==> src/rtl/hx8352_bus_writer.sv <==
// hx8352_bus_writer: turns one bus_step request into one timed 8080-style
// write strobe (RS, WR_n, DB) on the HX8352 panel bus and pulses bus_done.
// Build option: define HX8352_BUS_WRITER_8BIT_EN for 8-bit bus mode, where
// each word is sent as two strobes, high byte first, on lcd_data[7:0].
module hx8352_bus_writer #(
    parameter int SETUP_CYCLES   = 1,
    parameter int WR_LOW_CYCLES  = 2,
    parameter int WR_HIGH_CYCLES = 2
) (
    input  logic        clk,
    input  logic        rst,
    input  logic        bus_step,
    input  logic        command_or_data,
    input  logic [15:0] data_to_write,
    output logic        bus_done,
    output logic        busy,
    output logic        lcd_rs,
    output logic        lcd_wr_n,
    output logic        lcd_rd_n,
    output logic [15:0] lcd_data
);

`ifdef HX8352_BUS_WRITER_8BIT_EN
    localparam bit BYTE_MODE = 1'b1;
`else
    localparam bit BYTE_MODE = 1'b0;
`endif

    // Phase counters are loaded with N-1 and count down to zero.
    localparam logic [7:0] SETUP_LD = 8'(SETUP_CYCLES - 1);
    localparam logic [7:0] LOW_LD   = 8'(WR_LOW_CYCLES - 1);
    localparam logic [7:0] HIGH_LD  = 8'(WR_HIGH_CYCLES - 1);

    typedef enum logic [2:0] {
        IDLE,
        SETUP,
        WR_LOW,
        WR_HIGH,
        DONE
    } state_t;

    state_t      state, state_n;
    logic [7:0]  cnt, cnt_n;
    logic        second, second_n;   // second byte strobe in 8-bit mode
    logic [7:0]  lo_byte, lo_byte_n; // low byte held for the second strobe
    logic        rs_n;
    logic [15:0] data_n;
    logic        wr_n_n, done_n, busy_n;

    // Next-state, phase counter and next registered output values.
    always_comb begin
        state_n   = state;
        cnt_n     = cnt;
        second_n  = second;
        lo_byte_n = lo_byte;
        rs_n      = lcd_rs;
        data_n    = lcd_data;
        case (state)
            IDLE: begin
                if (bus_step) begin
                    rs_n      = command_or_data;
                    lo_byte_n = data_to_write[7:0];
                    data_n    = BYTE_MODE ? {8'h00, data_to_write[15:8]} : data_to_write;
                    second_n  = 1'b0;
                    cnt_n     = SETUP_LD;
                    state_n   = SETUP;
                end
            end
            SETUP: begin
                if (cnt == 8'd0) begin
                    cnt_n   = LOW_LD;
                    state_n = WR_LOW;
                end else begin
                    cnt_n = cnt - 8'd1;
                end
            end
            WR_LOW: begin
                if (cnt == 8'd0) begin
                    cnt_n   = HIGH_LD;
                    state_n = WR_HIGH;
                end else begin
                    cnt_n = cnt - 8'd1;
                end
            end
            WR_HIGH: begin
                if (cnt == 8'd0) begin
                    if (BYTE_MODE && !second) begin
                        // Re-run the strobe sequence for the low byte.
                        second_n = 1'b1;
                        data_n   = {8'h00, lo_byte};
                        cnt_n    = SETUP_LD;
                        state_n  = SETUP;
                    end else begin
                        cnt_n   = 8'd0;
                        state_n = DONE;
                    end
                end else begin
                    cnt_n = cnt - 8'd1;
                end
            end
            DONE: begin
                state_n = IDLE;
            end
            default: begin
                cnt_n   = 8'd0;
                state_n = IDLE;
            end
        endcase
        // Outputs are registered from the next state so they line up with it.
        wr_n_n = (state_n != WR_LOW);
        done_n = (state_n == DONE);
        busy_n = (state_n != IDLE);
    end

    // State, counter and output registers with synchronous reset.
    always_ff @(posedge clk) begin
        if (rst) begin
            state    <= IDLE;
            cnt      <= 8'd0;
            second   <= 1'b0;
            lo_byte  <= 8'd0;
            lcd_rs   <= 1'b0;
            lcd_data <= 16'd0;
            lcd_wr_n <= 1'b1;
            lcd_rd_n <= 1'b1;
            bus_done <= 1'b0;
            busy     <= 1'b0;
        end else begin
            state    <= state_n;
            cnt      <= cnt_n;
            second   <= second_n;
            lo_byte  <= lo_byte_n;
            lcd_rs   <= rs_n;
            lcd_data <= data_n;
            lcd_wr_n <= wr_n_n;
            lcd_rd_n <= 1'b1;
            bus_done <= done_n;
            busy     <= busy_n;
        end
    end

endmodule

==> config.mk <==
export PLATFORM = sky130hd
export DESIGN_NAME = hx8352_bus_writer
export DESIGN_NICKNAME = d
export VERILOG_FILES = /design/src/rtl/hx8352_bus_writer.sv
export SDC_FILE = /design/constraint.sdc
export NUM_CORES = 1
export LEC_CHECK = 0
export ABC_AREA = 1
export BUFFER_PORTS_ARGS = -buffer_cell sky130_fd_sc_hd__buf_2
export CELL_PAD_IN_SITES_DETAIL_PLACEMENT = 1
export CELL_PAD_IN_SITES_GLOBAL_PLACEMENT = 2
export CORE_MARGIN = 5
export CORE_UTILIZATION = 24
export CTS_BUF_LIST = sky130_fd_sc_hd__clkbuf_16
export DETAILED_ROUTE_END_ITERATION = 8
export PLACE_DENSITY = 0.71
export SYNTH_ARGS = -nofsm -noshare
export SYNTH_HDL_FRONTEND = slang
export SYNTH_SLANG_ARGS = --single-unit
==> constraint.sdc <==
create_clock -name clk -period 1.3 [get_ports clk]
set_clock_uncertainty 0.1 [all_clocks]
set_input_delay 0.13 -clock clk [delete_from_list [all_inputs] [get_ports clk]]
set_output_delay 0.13 -clock clk [all_outputs]
set_load 0.02 [all_outputs]
# Word level (Yosys, flattened, before mapping)
# Index checks and enable logic that the tools add are counted.
[totals]
inputBits = 20
elab_cells = 31
ff_bits = 31
out_inout_bits = 21
[classes]
mux = 9
n_addsub = 1
reduce_logical = 6
bitwise_logic = 1
eq_ne = 7
[op_table]
columns = ["cell", "count"]
rows = [
  ["one-hot mux 8 bit (4 select lines)", 1],
  ["two-way mux 8 bit", 3],
  ["two-way mux 3 bit", 4],
  ["one-hot mux 3 bit (4 select lines)", 1],
  ["logical NOT 8 bit", 1],
  ["subtractor 8 x 1 -> 8 bit, second input constant", 1],
  ["equality test 3 x 2 -> 1 bit, second input constant", 2],
  ["equality test 3 bit, second input constant", 2],
  ["AND reduction 2 bit", 2],
  ["equality test 3 x 1 -> 1 bit, second input constant", 1],
  ["logical NOT 3 bit", 1],
  ["inequality test 3 x 2 -> 1 bit, second input constant", 1],
  ["nonzero test 3 bit", 1],
  ["inequality test 2 bit, second input constant", 1],
  ["OR reduction 2 bit", 1],
  ["inverter 1 bit", 1],
]

# Logic depth before layout (Yosys ltp)
# Gate-level depths: netlist of the first run.
[depth]
ltp_word = 4
depth_mapped = 8
mapped_depth_nobuf = 8

# Worst setup path before layout of the first run
# No wires, ideal clock.
[synth_path]
path_type = "register -> register"
from = "register cnt[0]"
to = "register state[0]"
period_less_slack_ps = 1314
stages_incl_launch_ff = 9
t_required_ps = 1085
n_path_buf = 0
setup_ps = 115
t_arrival_ps = 1099
path_slack_ps = -14
cell_sequence = "dfxtp_1 -> inv_1 -> ha_1 -> nand2_1 -> nor2_4 -> nand2_1 -> nand2_1 -> o21ai_0 -> inv_1"
[synth_via]
elab_chain_cells = 3
word_cells_on_any_way = 5
cone_classes = "4 x mux; 1 x reduce/logical"
[synth_lines]
columns = ["item", "line", "text"]
rows = [
  ["from (decl)", "43", "logic [7:0] cnt, cnt_n;"],
  ["from (signal assigned)", "130", "cnt <= cnt_n;"],
  ["logical NOT 8 bit (*)", "70, 78, 86", ""],
  ["two-way mux 3 bit, on equally long branches", "86, 70, 78", ""],
  ["one-hot mux 3 bit (4 select lines) (*)", "58", "case (state)"],
  ["to (signal assigned)", "129", "state <= state_n;"],
  ["to (decl)", "42", "state_t state, state_n;"],
]
# Every way passes the cells marked *; elsewhere a longest branch is shown, timed or not.
# A chain may end at the register's enable or synchronous reset.

# Final worst setup path of the first run
[layout_path]
from = "register state[0]"
to = "register cnt[6]"
[layout_via]
elab_chain_cells = 3
word_cells_on_any_way = 10
cone_classes = "5 x eq/ne; 1 x mux; 1 x bitwise; 3 x reduce/logical"
[layout_lines]
columns = ["item", "line"]
rows = [
  ["equality test 3 x 2 -> 1 bit (tied with other cells)", "58"],
  ["OR reduction 2 bit (no source line) (tied with other cells)", "-"],
  ["one-hot mux 8 bit (4 select lines) / AND reduction 2 bit (equally long branches)", "-"],
]
# Several ways; a longest one is shown, not always the timed one.

==> flow_summary.yaml, run 1 <==
grt:
  met2_usage_pct: 17.3
  grt_use_met3_pct: 4.54
  gr-total-overflow: 0
  top_usage_layer: "met2"
  grt_util_all_layers_pct: 10.3
  grt_pass1_wl_mm: 5.89
  grt_pass1_vias: 1365
  use_met1_pct: 11.3
  grt_max_degree: 18
  antenna_found_initial: 0
die:
  die_h_um: 84.0
  core_um2: 5410
  num_rows: 27
  initial_core_util_pct: 24.3
  io_pins: 41
  die_area_um2: 7050
  die_w_um: 84.0
place:
  port_buffers: 39
  gp_congestion: 0.695
  place_inst: 295
  place_hpwl_mm: 2.62
sta:
  rsz0062_at_grt: "yes"
  timing.setup.tns_ps: 0
  final_max_slew_viol_count: 0
  min_period_ps: 1290
  setup_viol: 0
  max_freq_mhz: 776
  final-hold-violation-count: 0
  period_share_pct: 99.1
cts:
  insertion_delay_ps: 270
  cts.sinks: 31
  tritoncts: "done"
  cts_buffer_depth: 2
  root_buffer: "clkbuf_16"
  htreeDepth: 2
  cts_inserted_buffers: 5
  clkTransAtPathRegs_ps: 50
setup_path:
  startpoint_type: "flip-flop"
  critPathCaptureType: "flip-flop"
  cp.required_ps: 1360
  crit_fanout: 8
  setup.worst_path.class: "flip-flop to flip-flop"
  worst_ep_arrival_time_ps: 1350
power:
  ir_drop_uv: 1090
  p_leak_uw: 0.000986
  power_uw: 5570
  power_density_nw_per_um2: 2720
drt:
  wire_per_inst_um: 11.5
  dr.pass1.iters: 2
  drtAntennaViolNets: 0
  drt_iter0_drc: 48
  viasPerCell: 4.18
  wl_mm: 3.63
  vias: 1313
  post-route-drc-count: 0
cells_and_area:
  layout-drive-gt1-share_pct: 40.9
  diodes: 0
  final_cells: 314
  syn2layout_area_growth_pct: 56.1
  final_cell_mix: "nor2_1, buf_2, dfxtp_1, nand2_1, buf_4"
  nets: 262
  fill_cells: 678
  final_util_pct: 37.9
  final_common_cell: "nor2_1"
run:
  maxCapViolations: 0
synth:
  yosys_warnings: 0
  synth_cell_type_count: 26
  synth_area_um2: 1310
  synth_nets: 194
  synthCells: 173
  ys_ff_latch: 31
  avgSynthCellArea_um2: 7.59
  seq_area_frac_synth_pct: 47.3
worst_hold_path:
  hp-class: "input pin to flip-flop"
outcome:
  outcome: "finished, final reports clean"
-- flip-flops by register name (all words and copies together) (netlist names) --
signal,count
lcd_data,16
cnt,8
state,3
bus_done,1
busy,1
lcd_rs,1
lcd_wr_n,1
-- logic make-up (layout without fill, tap and decap cells) --
kind of cell	count (synthesis)	after routing	synth area share (%)
AOI/OAI and AO/OA	27	27	10.9
xor gates and xnor gates	3	3	2.00
adders and majority gates	1	1	0.953
buffers and inverters	22	91	7.63
DFF	31	31	47.3
other	1	1	0.286
and+or+nand+nor	88	88	31.0
-- Yosys cell counts --
cell type | instances | area (um^2)
nor2_1 | 51 | 191
dfxtp_1 | 31 | 621
nand2_1 | 16 | 60.1
inv_1 | 14 | 52.6
o21ai_1 | 12 | 60.1
o21ai_0 | 10 | 50.1
nand3_1 | 5 | 25.0
nor3_1 | 4 | 20.0
nand2_2 | 3 | 18.8
nand2_4 | 3 | 33.8
nor2_4 | 3 | 33.8
xor2_1 | 3 | 26.3
a21oi_1 | 2 | 10.0
buf_4 | 2 | 15.0
clkbuf_1 | 2 | 7.51
inv_2 | 2 | 7.51
a21oi_2 | 1 | 8.76
a31oi_1 | 1 | 6.26
and2_1 | 1 | 6.26
buf_6 | 1 | 11.3
conb_1 | 1 | 3.75
ha_1 | 1 | 12.5
inv_4 | 1 | 6.26
nand3b_2 | 1 | 11.3
nand4_1 | 1 | 6.26
o21bai_1 | 1 | 7.51
-- worst paths after layout --
| path | cells past startpoint | startpoint | slack (ps) | end |
|---|---|---|---|---|
| worst min-delay path | 3 | data_to_write[14] | 7 | lcd_data[14] |
| worst max-delay path | 6 | state[0] | 10 | cnt[6] |
| worst min register to register | 2 | lcd_data[7] | 380 | lcd_data[7] |
| worst max register to register | 6 | state[0] | 10 | cnt[6] |
-- metal layers --
metal / routed length, um / vias to the layer above
met5: 0 / -
met1: 1550 / 589
met4: 57 / 0
li1: - / 675
met2: 1690 / 40
met3: 326 / 9
-- through the flow --
| step | setup WS [ps] | instance area [um^2] | hold WS [ps] |
|---|---|---|---|
| 2_1_floorplan | 24.9 | 1320 | 99.1 |
| 3_3_place_gp | -46.7 | 1690 | 259 |
| 3_5_place_dp | -61.1 | 1690 | 262 |
| 4_1_cts | 1.69 | 1920 | 6.10 |
| 5_1_grt | -80.8 | 2050 | 29.9 |
| 6_report | 11.6 | 2050 | 6.94 |
-- power breakdown --
group	total [uW]	switching [uW]	internal [uW]
sequential	1490	202	1290
combinational	3010	1780	1230
clock	1070	385	689
total	5570	2370	3200
-- area by class of cell --
class | instances | area, um^2 | area share, %
sequential | 31 | 626 | 30.5
clock inverter | 3 | 12.5 | 0.610
multi-input combinational | 120 | 692 | 33.8
inverter | 17 | 68.8 | 3.36
clock buffer | 5 | 125 | 6.10
tap | 72 | 90.1 | 4.40
timing repair buffer | 66 | 435 | 21.2
-- critical path: stages (launching register included) --
cell	delay [ps]
dfxtp_2	340
nor2_4	230
nand2_4	140
nand2_4	100
nor2_4	30
xor2_1	170
nor2_1	60
-- what timing repair did --
action                                  CTS  global route
hold endpoints to repair                 11             0
pin swaps                                 1            17
setup buffers                             0             2
endpoints found under the setup margin    3            28
hold buffers                              9             0
resized for setup                         1            35
Power figures use the tool's default switching activity.
==> run 2, diff against run 1 <==
--- a/config.mk
+++ b/config.mk
@@ -5,15 +5,14 @@
 export SDC_FILE = /design/constraint.sdc
 export NUM_CORES = 1
 export LEC_CHECK = 0
-export ABC_AREA = 1
 export BUFFER_PORTS_ARGS = -buffer_cell sky130_fd_sc_hd__buf_2
 export CELL_PAD_IN_SITES_DETAIL_PLACEMENT = 1
 export CELL_PAD_IN_SITES_GLOBAL_PLACEMENT = 2
 export CORE_MARGIN = 5
-export CORE_UTILIZATION = 24
+export CORE_UTILIZATION = 26
 export CTS_BUF_LIST = sky130_fd_sc_hd__clkbuf_16
 export DETAILED_ROUTE_END_ITERATION = 8
-export PLACE_DENSITY = 0.71
+export PLACE_DENSITY = 0.73
 export SYNTH_ARGS = -nofsm -noshare
 export SYNTH_HDL_FRONTEND = slang
 export SYNTH_SLANG_ARGS = --single-unit
==> run 2 against run 1 <==
  * The flow now finishes with violations (setup timing)
  * Register-to-register slack worse by 190 ps
  * Count of clock-buffer cells in the layout unchanged
  * First-iteration DRC count is 21% lower
  * Die area is 7.3% lower
  * Critical endpoint is now state[0]
  * Largest cell class unchanged
==> flow_summary.yaml, run 2 <==
synth:
  ys.flop_type: "dfxtp_1"
  synth_top_area_cell: "dfxtp_1"
  synth_cell_type_count: 39
  synthTopCellsByArea: "dfxtp_1, nand2_1, a21oi_1"
  synthCells: 144
  seq_area_frac_synth_pct: 47.6
  synth_nets: 165
  async_reset_ff_share_pct: 0
  yosysMostFrequentCell: "nand2_1"
  yosys_warnings: 0
  synth_top_cells_by_count: "nand2_1, dfxtp_1, a21oi_1, nor2_1, xor2_1"
  synth_area_um2: 1300
  synth_edf_count: 0
  ys_ff_latch: 31
  avgSynthCellArea_um2: 9.05
  synth_top_area_share_pct: 47.6
drt:
  post-route-drc-count: 0
  wire_per_inst_um: 14.0
  dr_wl_met3_um: 246
  viasPerCell: 4.49
  wl_met1_mm: 1.74
  drtAntennaViolNets: 0
  vias: 1290
  dr.pass1.iters: 4
  wl_mm: 4.01
  dr_wl_met2_mm: 1.95
  drt_iter0_drc: 38
  top_layer: "met4"
run:
  maxCapViolations: 0
cells_and_area:
  largest_register_ffs: 16
  syn2layout_area_growth_pct: 58.2
  layout-drive-gt1-share_pct: 49.1
  final_cell_mix: "buf_2, nand2_1, buf_4, dfxtp_1, a21oi_1"
  final_util_pct: 43.1
  top_register: "lcd_data"
  final_common_cell: "buf_2"
  top_regs: "lcd_data (16), cnt (8), state (3)"
  diodes: 0
  nets: 240
setup_path:
  setup.worst_path.class: "flip-flop to flip-flop"
  critPathCaptureType: "flip-flop"
  startpoint_type: "flip-flop"
  crit_fanout: 4
  cp.required_ps: 1360
  worst_ep_arrival_time_ps: 1540
grt:
  grt_max_degree: 18
  grt_util_all_layers_pct: 13.3
  gr-total-overflow: 0
  antenna_found_initial: 0
  grt_pass1_vias: 1371
  grt_pass1_wl_mm: 6.52
sta:
  setup_viol: 30
  max_freq_mhz: 676
  final-hold-violation-count: 0
  min_period_ps: 1480
  timing.setup.tns_ps: -2980
  period_share_pct: 114
  rsz0062_at_grt: "yes"
  final_max_slew_viol_count: 0
  setup_ws_ps: -179
die:
  initial_core_util_pct: 27.2
  die_area_um2: 6530
  num_rows: 25
  core_um2: 4790
  io_pins: 41
  die_h_um: 80.8
  die_w_um: 80.8
cts:
  tritoncts: "done"
  cts.sinks: 31
  cts_inserted_buffers: 5
  clkTransAtPathRegs_ps: 50
  htreeDepth: 2
  insertion_delay_ps: 270
  root_buffer: "clkbuf_16"
  cts_buffer_depth: 2
power:
  ir_drop_uv: 1120
  p_leak_uw: 0.000916
  comb_power_share_pct: 54.5
  seqPwrFrac_pct: 26.3
  switchingPower_uw: 2060
  power_uw: 5560
  pwr-share-clk_pct: 19.2
  power_density_nw_per_um2: 2690
  p_int_uw: 3500
  switching_share_pct: 37.1
place:
  port_buffers: 39
  gp_congestion: 0.773
  place_hpwl_mm: 2.88
outcome:
  outcome: "complete, but fails checks"
  violations: "setup timing"
worst_hold_path:
  hp-class: "input pin to flip-flop"
## run 2: cell types whose count changed in the layout (fill, tap and decap cells not counted), moves of 10 or more
cell and delta:
o21ai_1 -10, inv_1 -12, a21oi_1 +14, nor2_1 -38
nand2_1 +21, buf_4 +12
## run 2: repair_timing
item                       CTS  global route
hold endpoints to repair     7             0
hold buffers                 7             0
setup endpoints to repair   30            30
pin swaps                    4             1
setup buffers                2             3
cloned                       1             1
resized for setup           11             9
## run 2: area by class of cell
class | count | area (um^2)
fill | 578 | 2720
multi-input combinational | 103 | 681
clock buffer | 5 | 125
timing repair buffer | 76 | 523
clock inverter | 3 | 11.3
tap | 67 | 83.8
inverter | 2 | 7.51
sequential | 31 | 631
## run 2: routing by layer
| metal | track usage [%] | vias up |
|---|---|---|
| met5 | 0 | - |
| met3 | 4.43 | 6 |
| met1 | 15.0 | 610 |
| met2 | 22.7 | 35 |
| met4 | 5.74 | 0 |
| li1 | - | 639 |
## run 2: path summary, 6_finish.rpt
path                     start            to  slack [ps]  cells past startpoint
max reg2reg             cnt[3]      state[0]        -180                      4
max                     cnt[3]      state[0]        -180                      4
min reg2reg       lcd_data[13]  lcd_data[13]         350                      2
min          data_to_write[13]  lcd_data[13]           8                      3
## run 2: critical path, cell delays in order, from the launching register on
cell	delay [ps]
dfxtp_2	350
nor4_4	350
and3_4	260
a211oi_1	70
nor4_1	240
## run 2: power groups by stage
stage	Combinational, uW	Clock [uW]	Sequential (uW)
floorplan	1570	0	1610
global placement	2510	0	1440
detailed placement	2590	0	1460
CTS	2850	1100	1450
global route	3290	1150	1500
finish	3030	1070	1460
## run 2: cell families (layout without fill, tap and decap cells)
logic type                 count (synthesis)  after routing  share of synthesized area [%]
xor gates and xnor gates                   6              6                           4.03
AOI/OAI and AO/OA                         32             32                           16.9
other                                      1              1                          0.288
adders and majority gates                  1              1                          0.960
buffers and inverters                     10             86                           4.99
DFF                                       31             31                           47.6
and+or+nand+nor                           63             63                           25.2
## run 2: metrics by stage
stage	instance area, um^2	hold slack [ps]	setup slack (ps)	std cells
finish	2060	8.03	-179	287
global route	2060	7.79	-266	287
CTS	2010	2.98	-165	283
detailed placement	1750	280	-222	265
global placement	1750	271	-158	265
floorplan	1340	154	-147	144
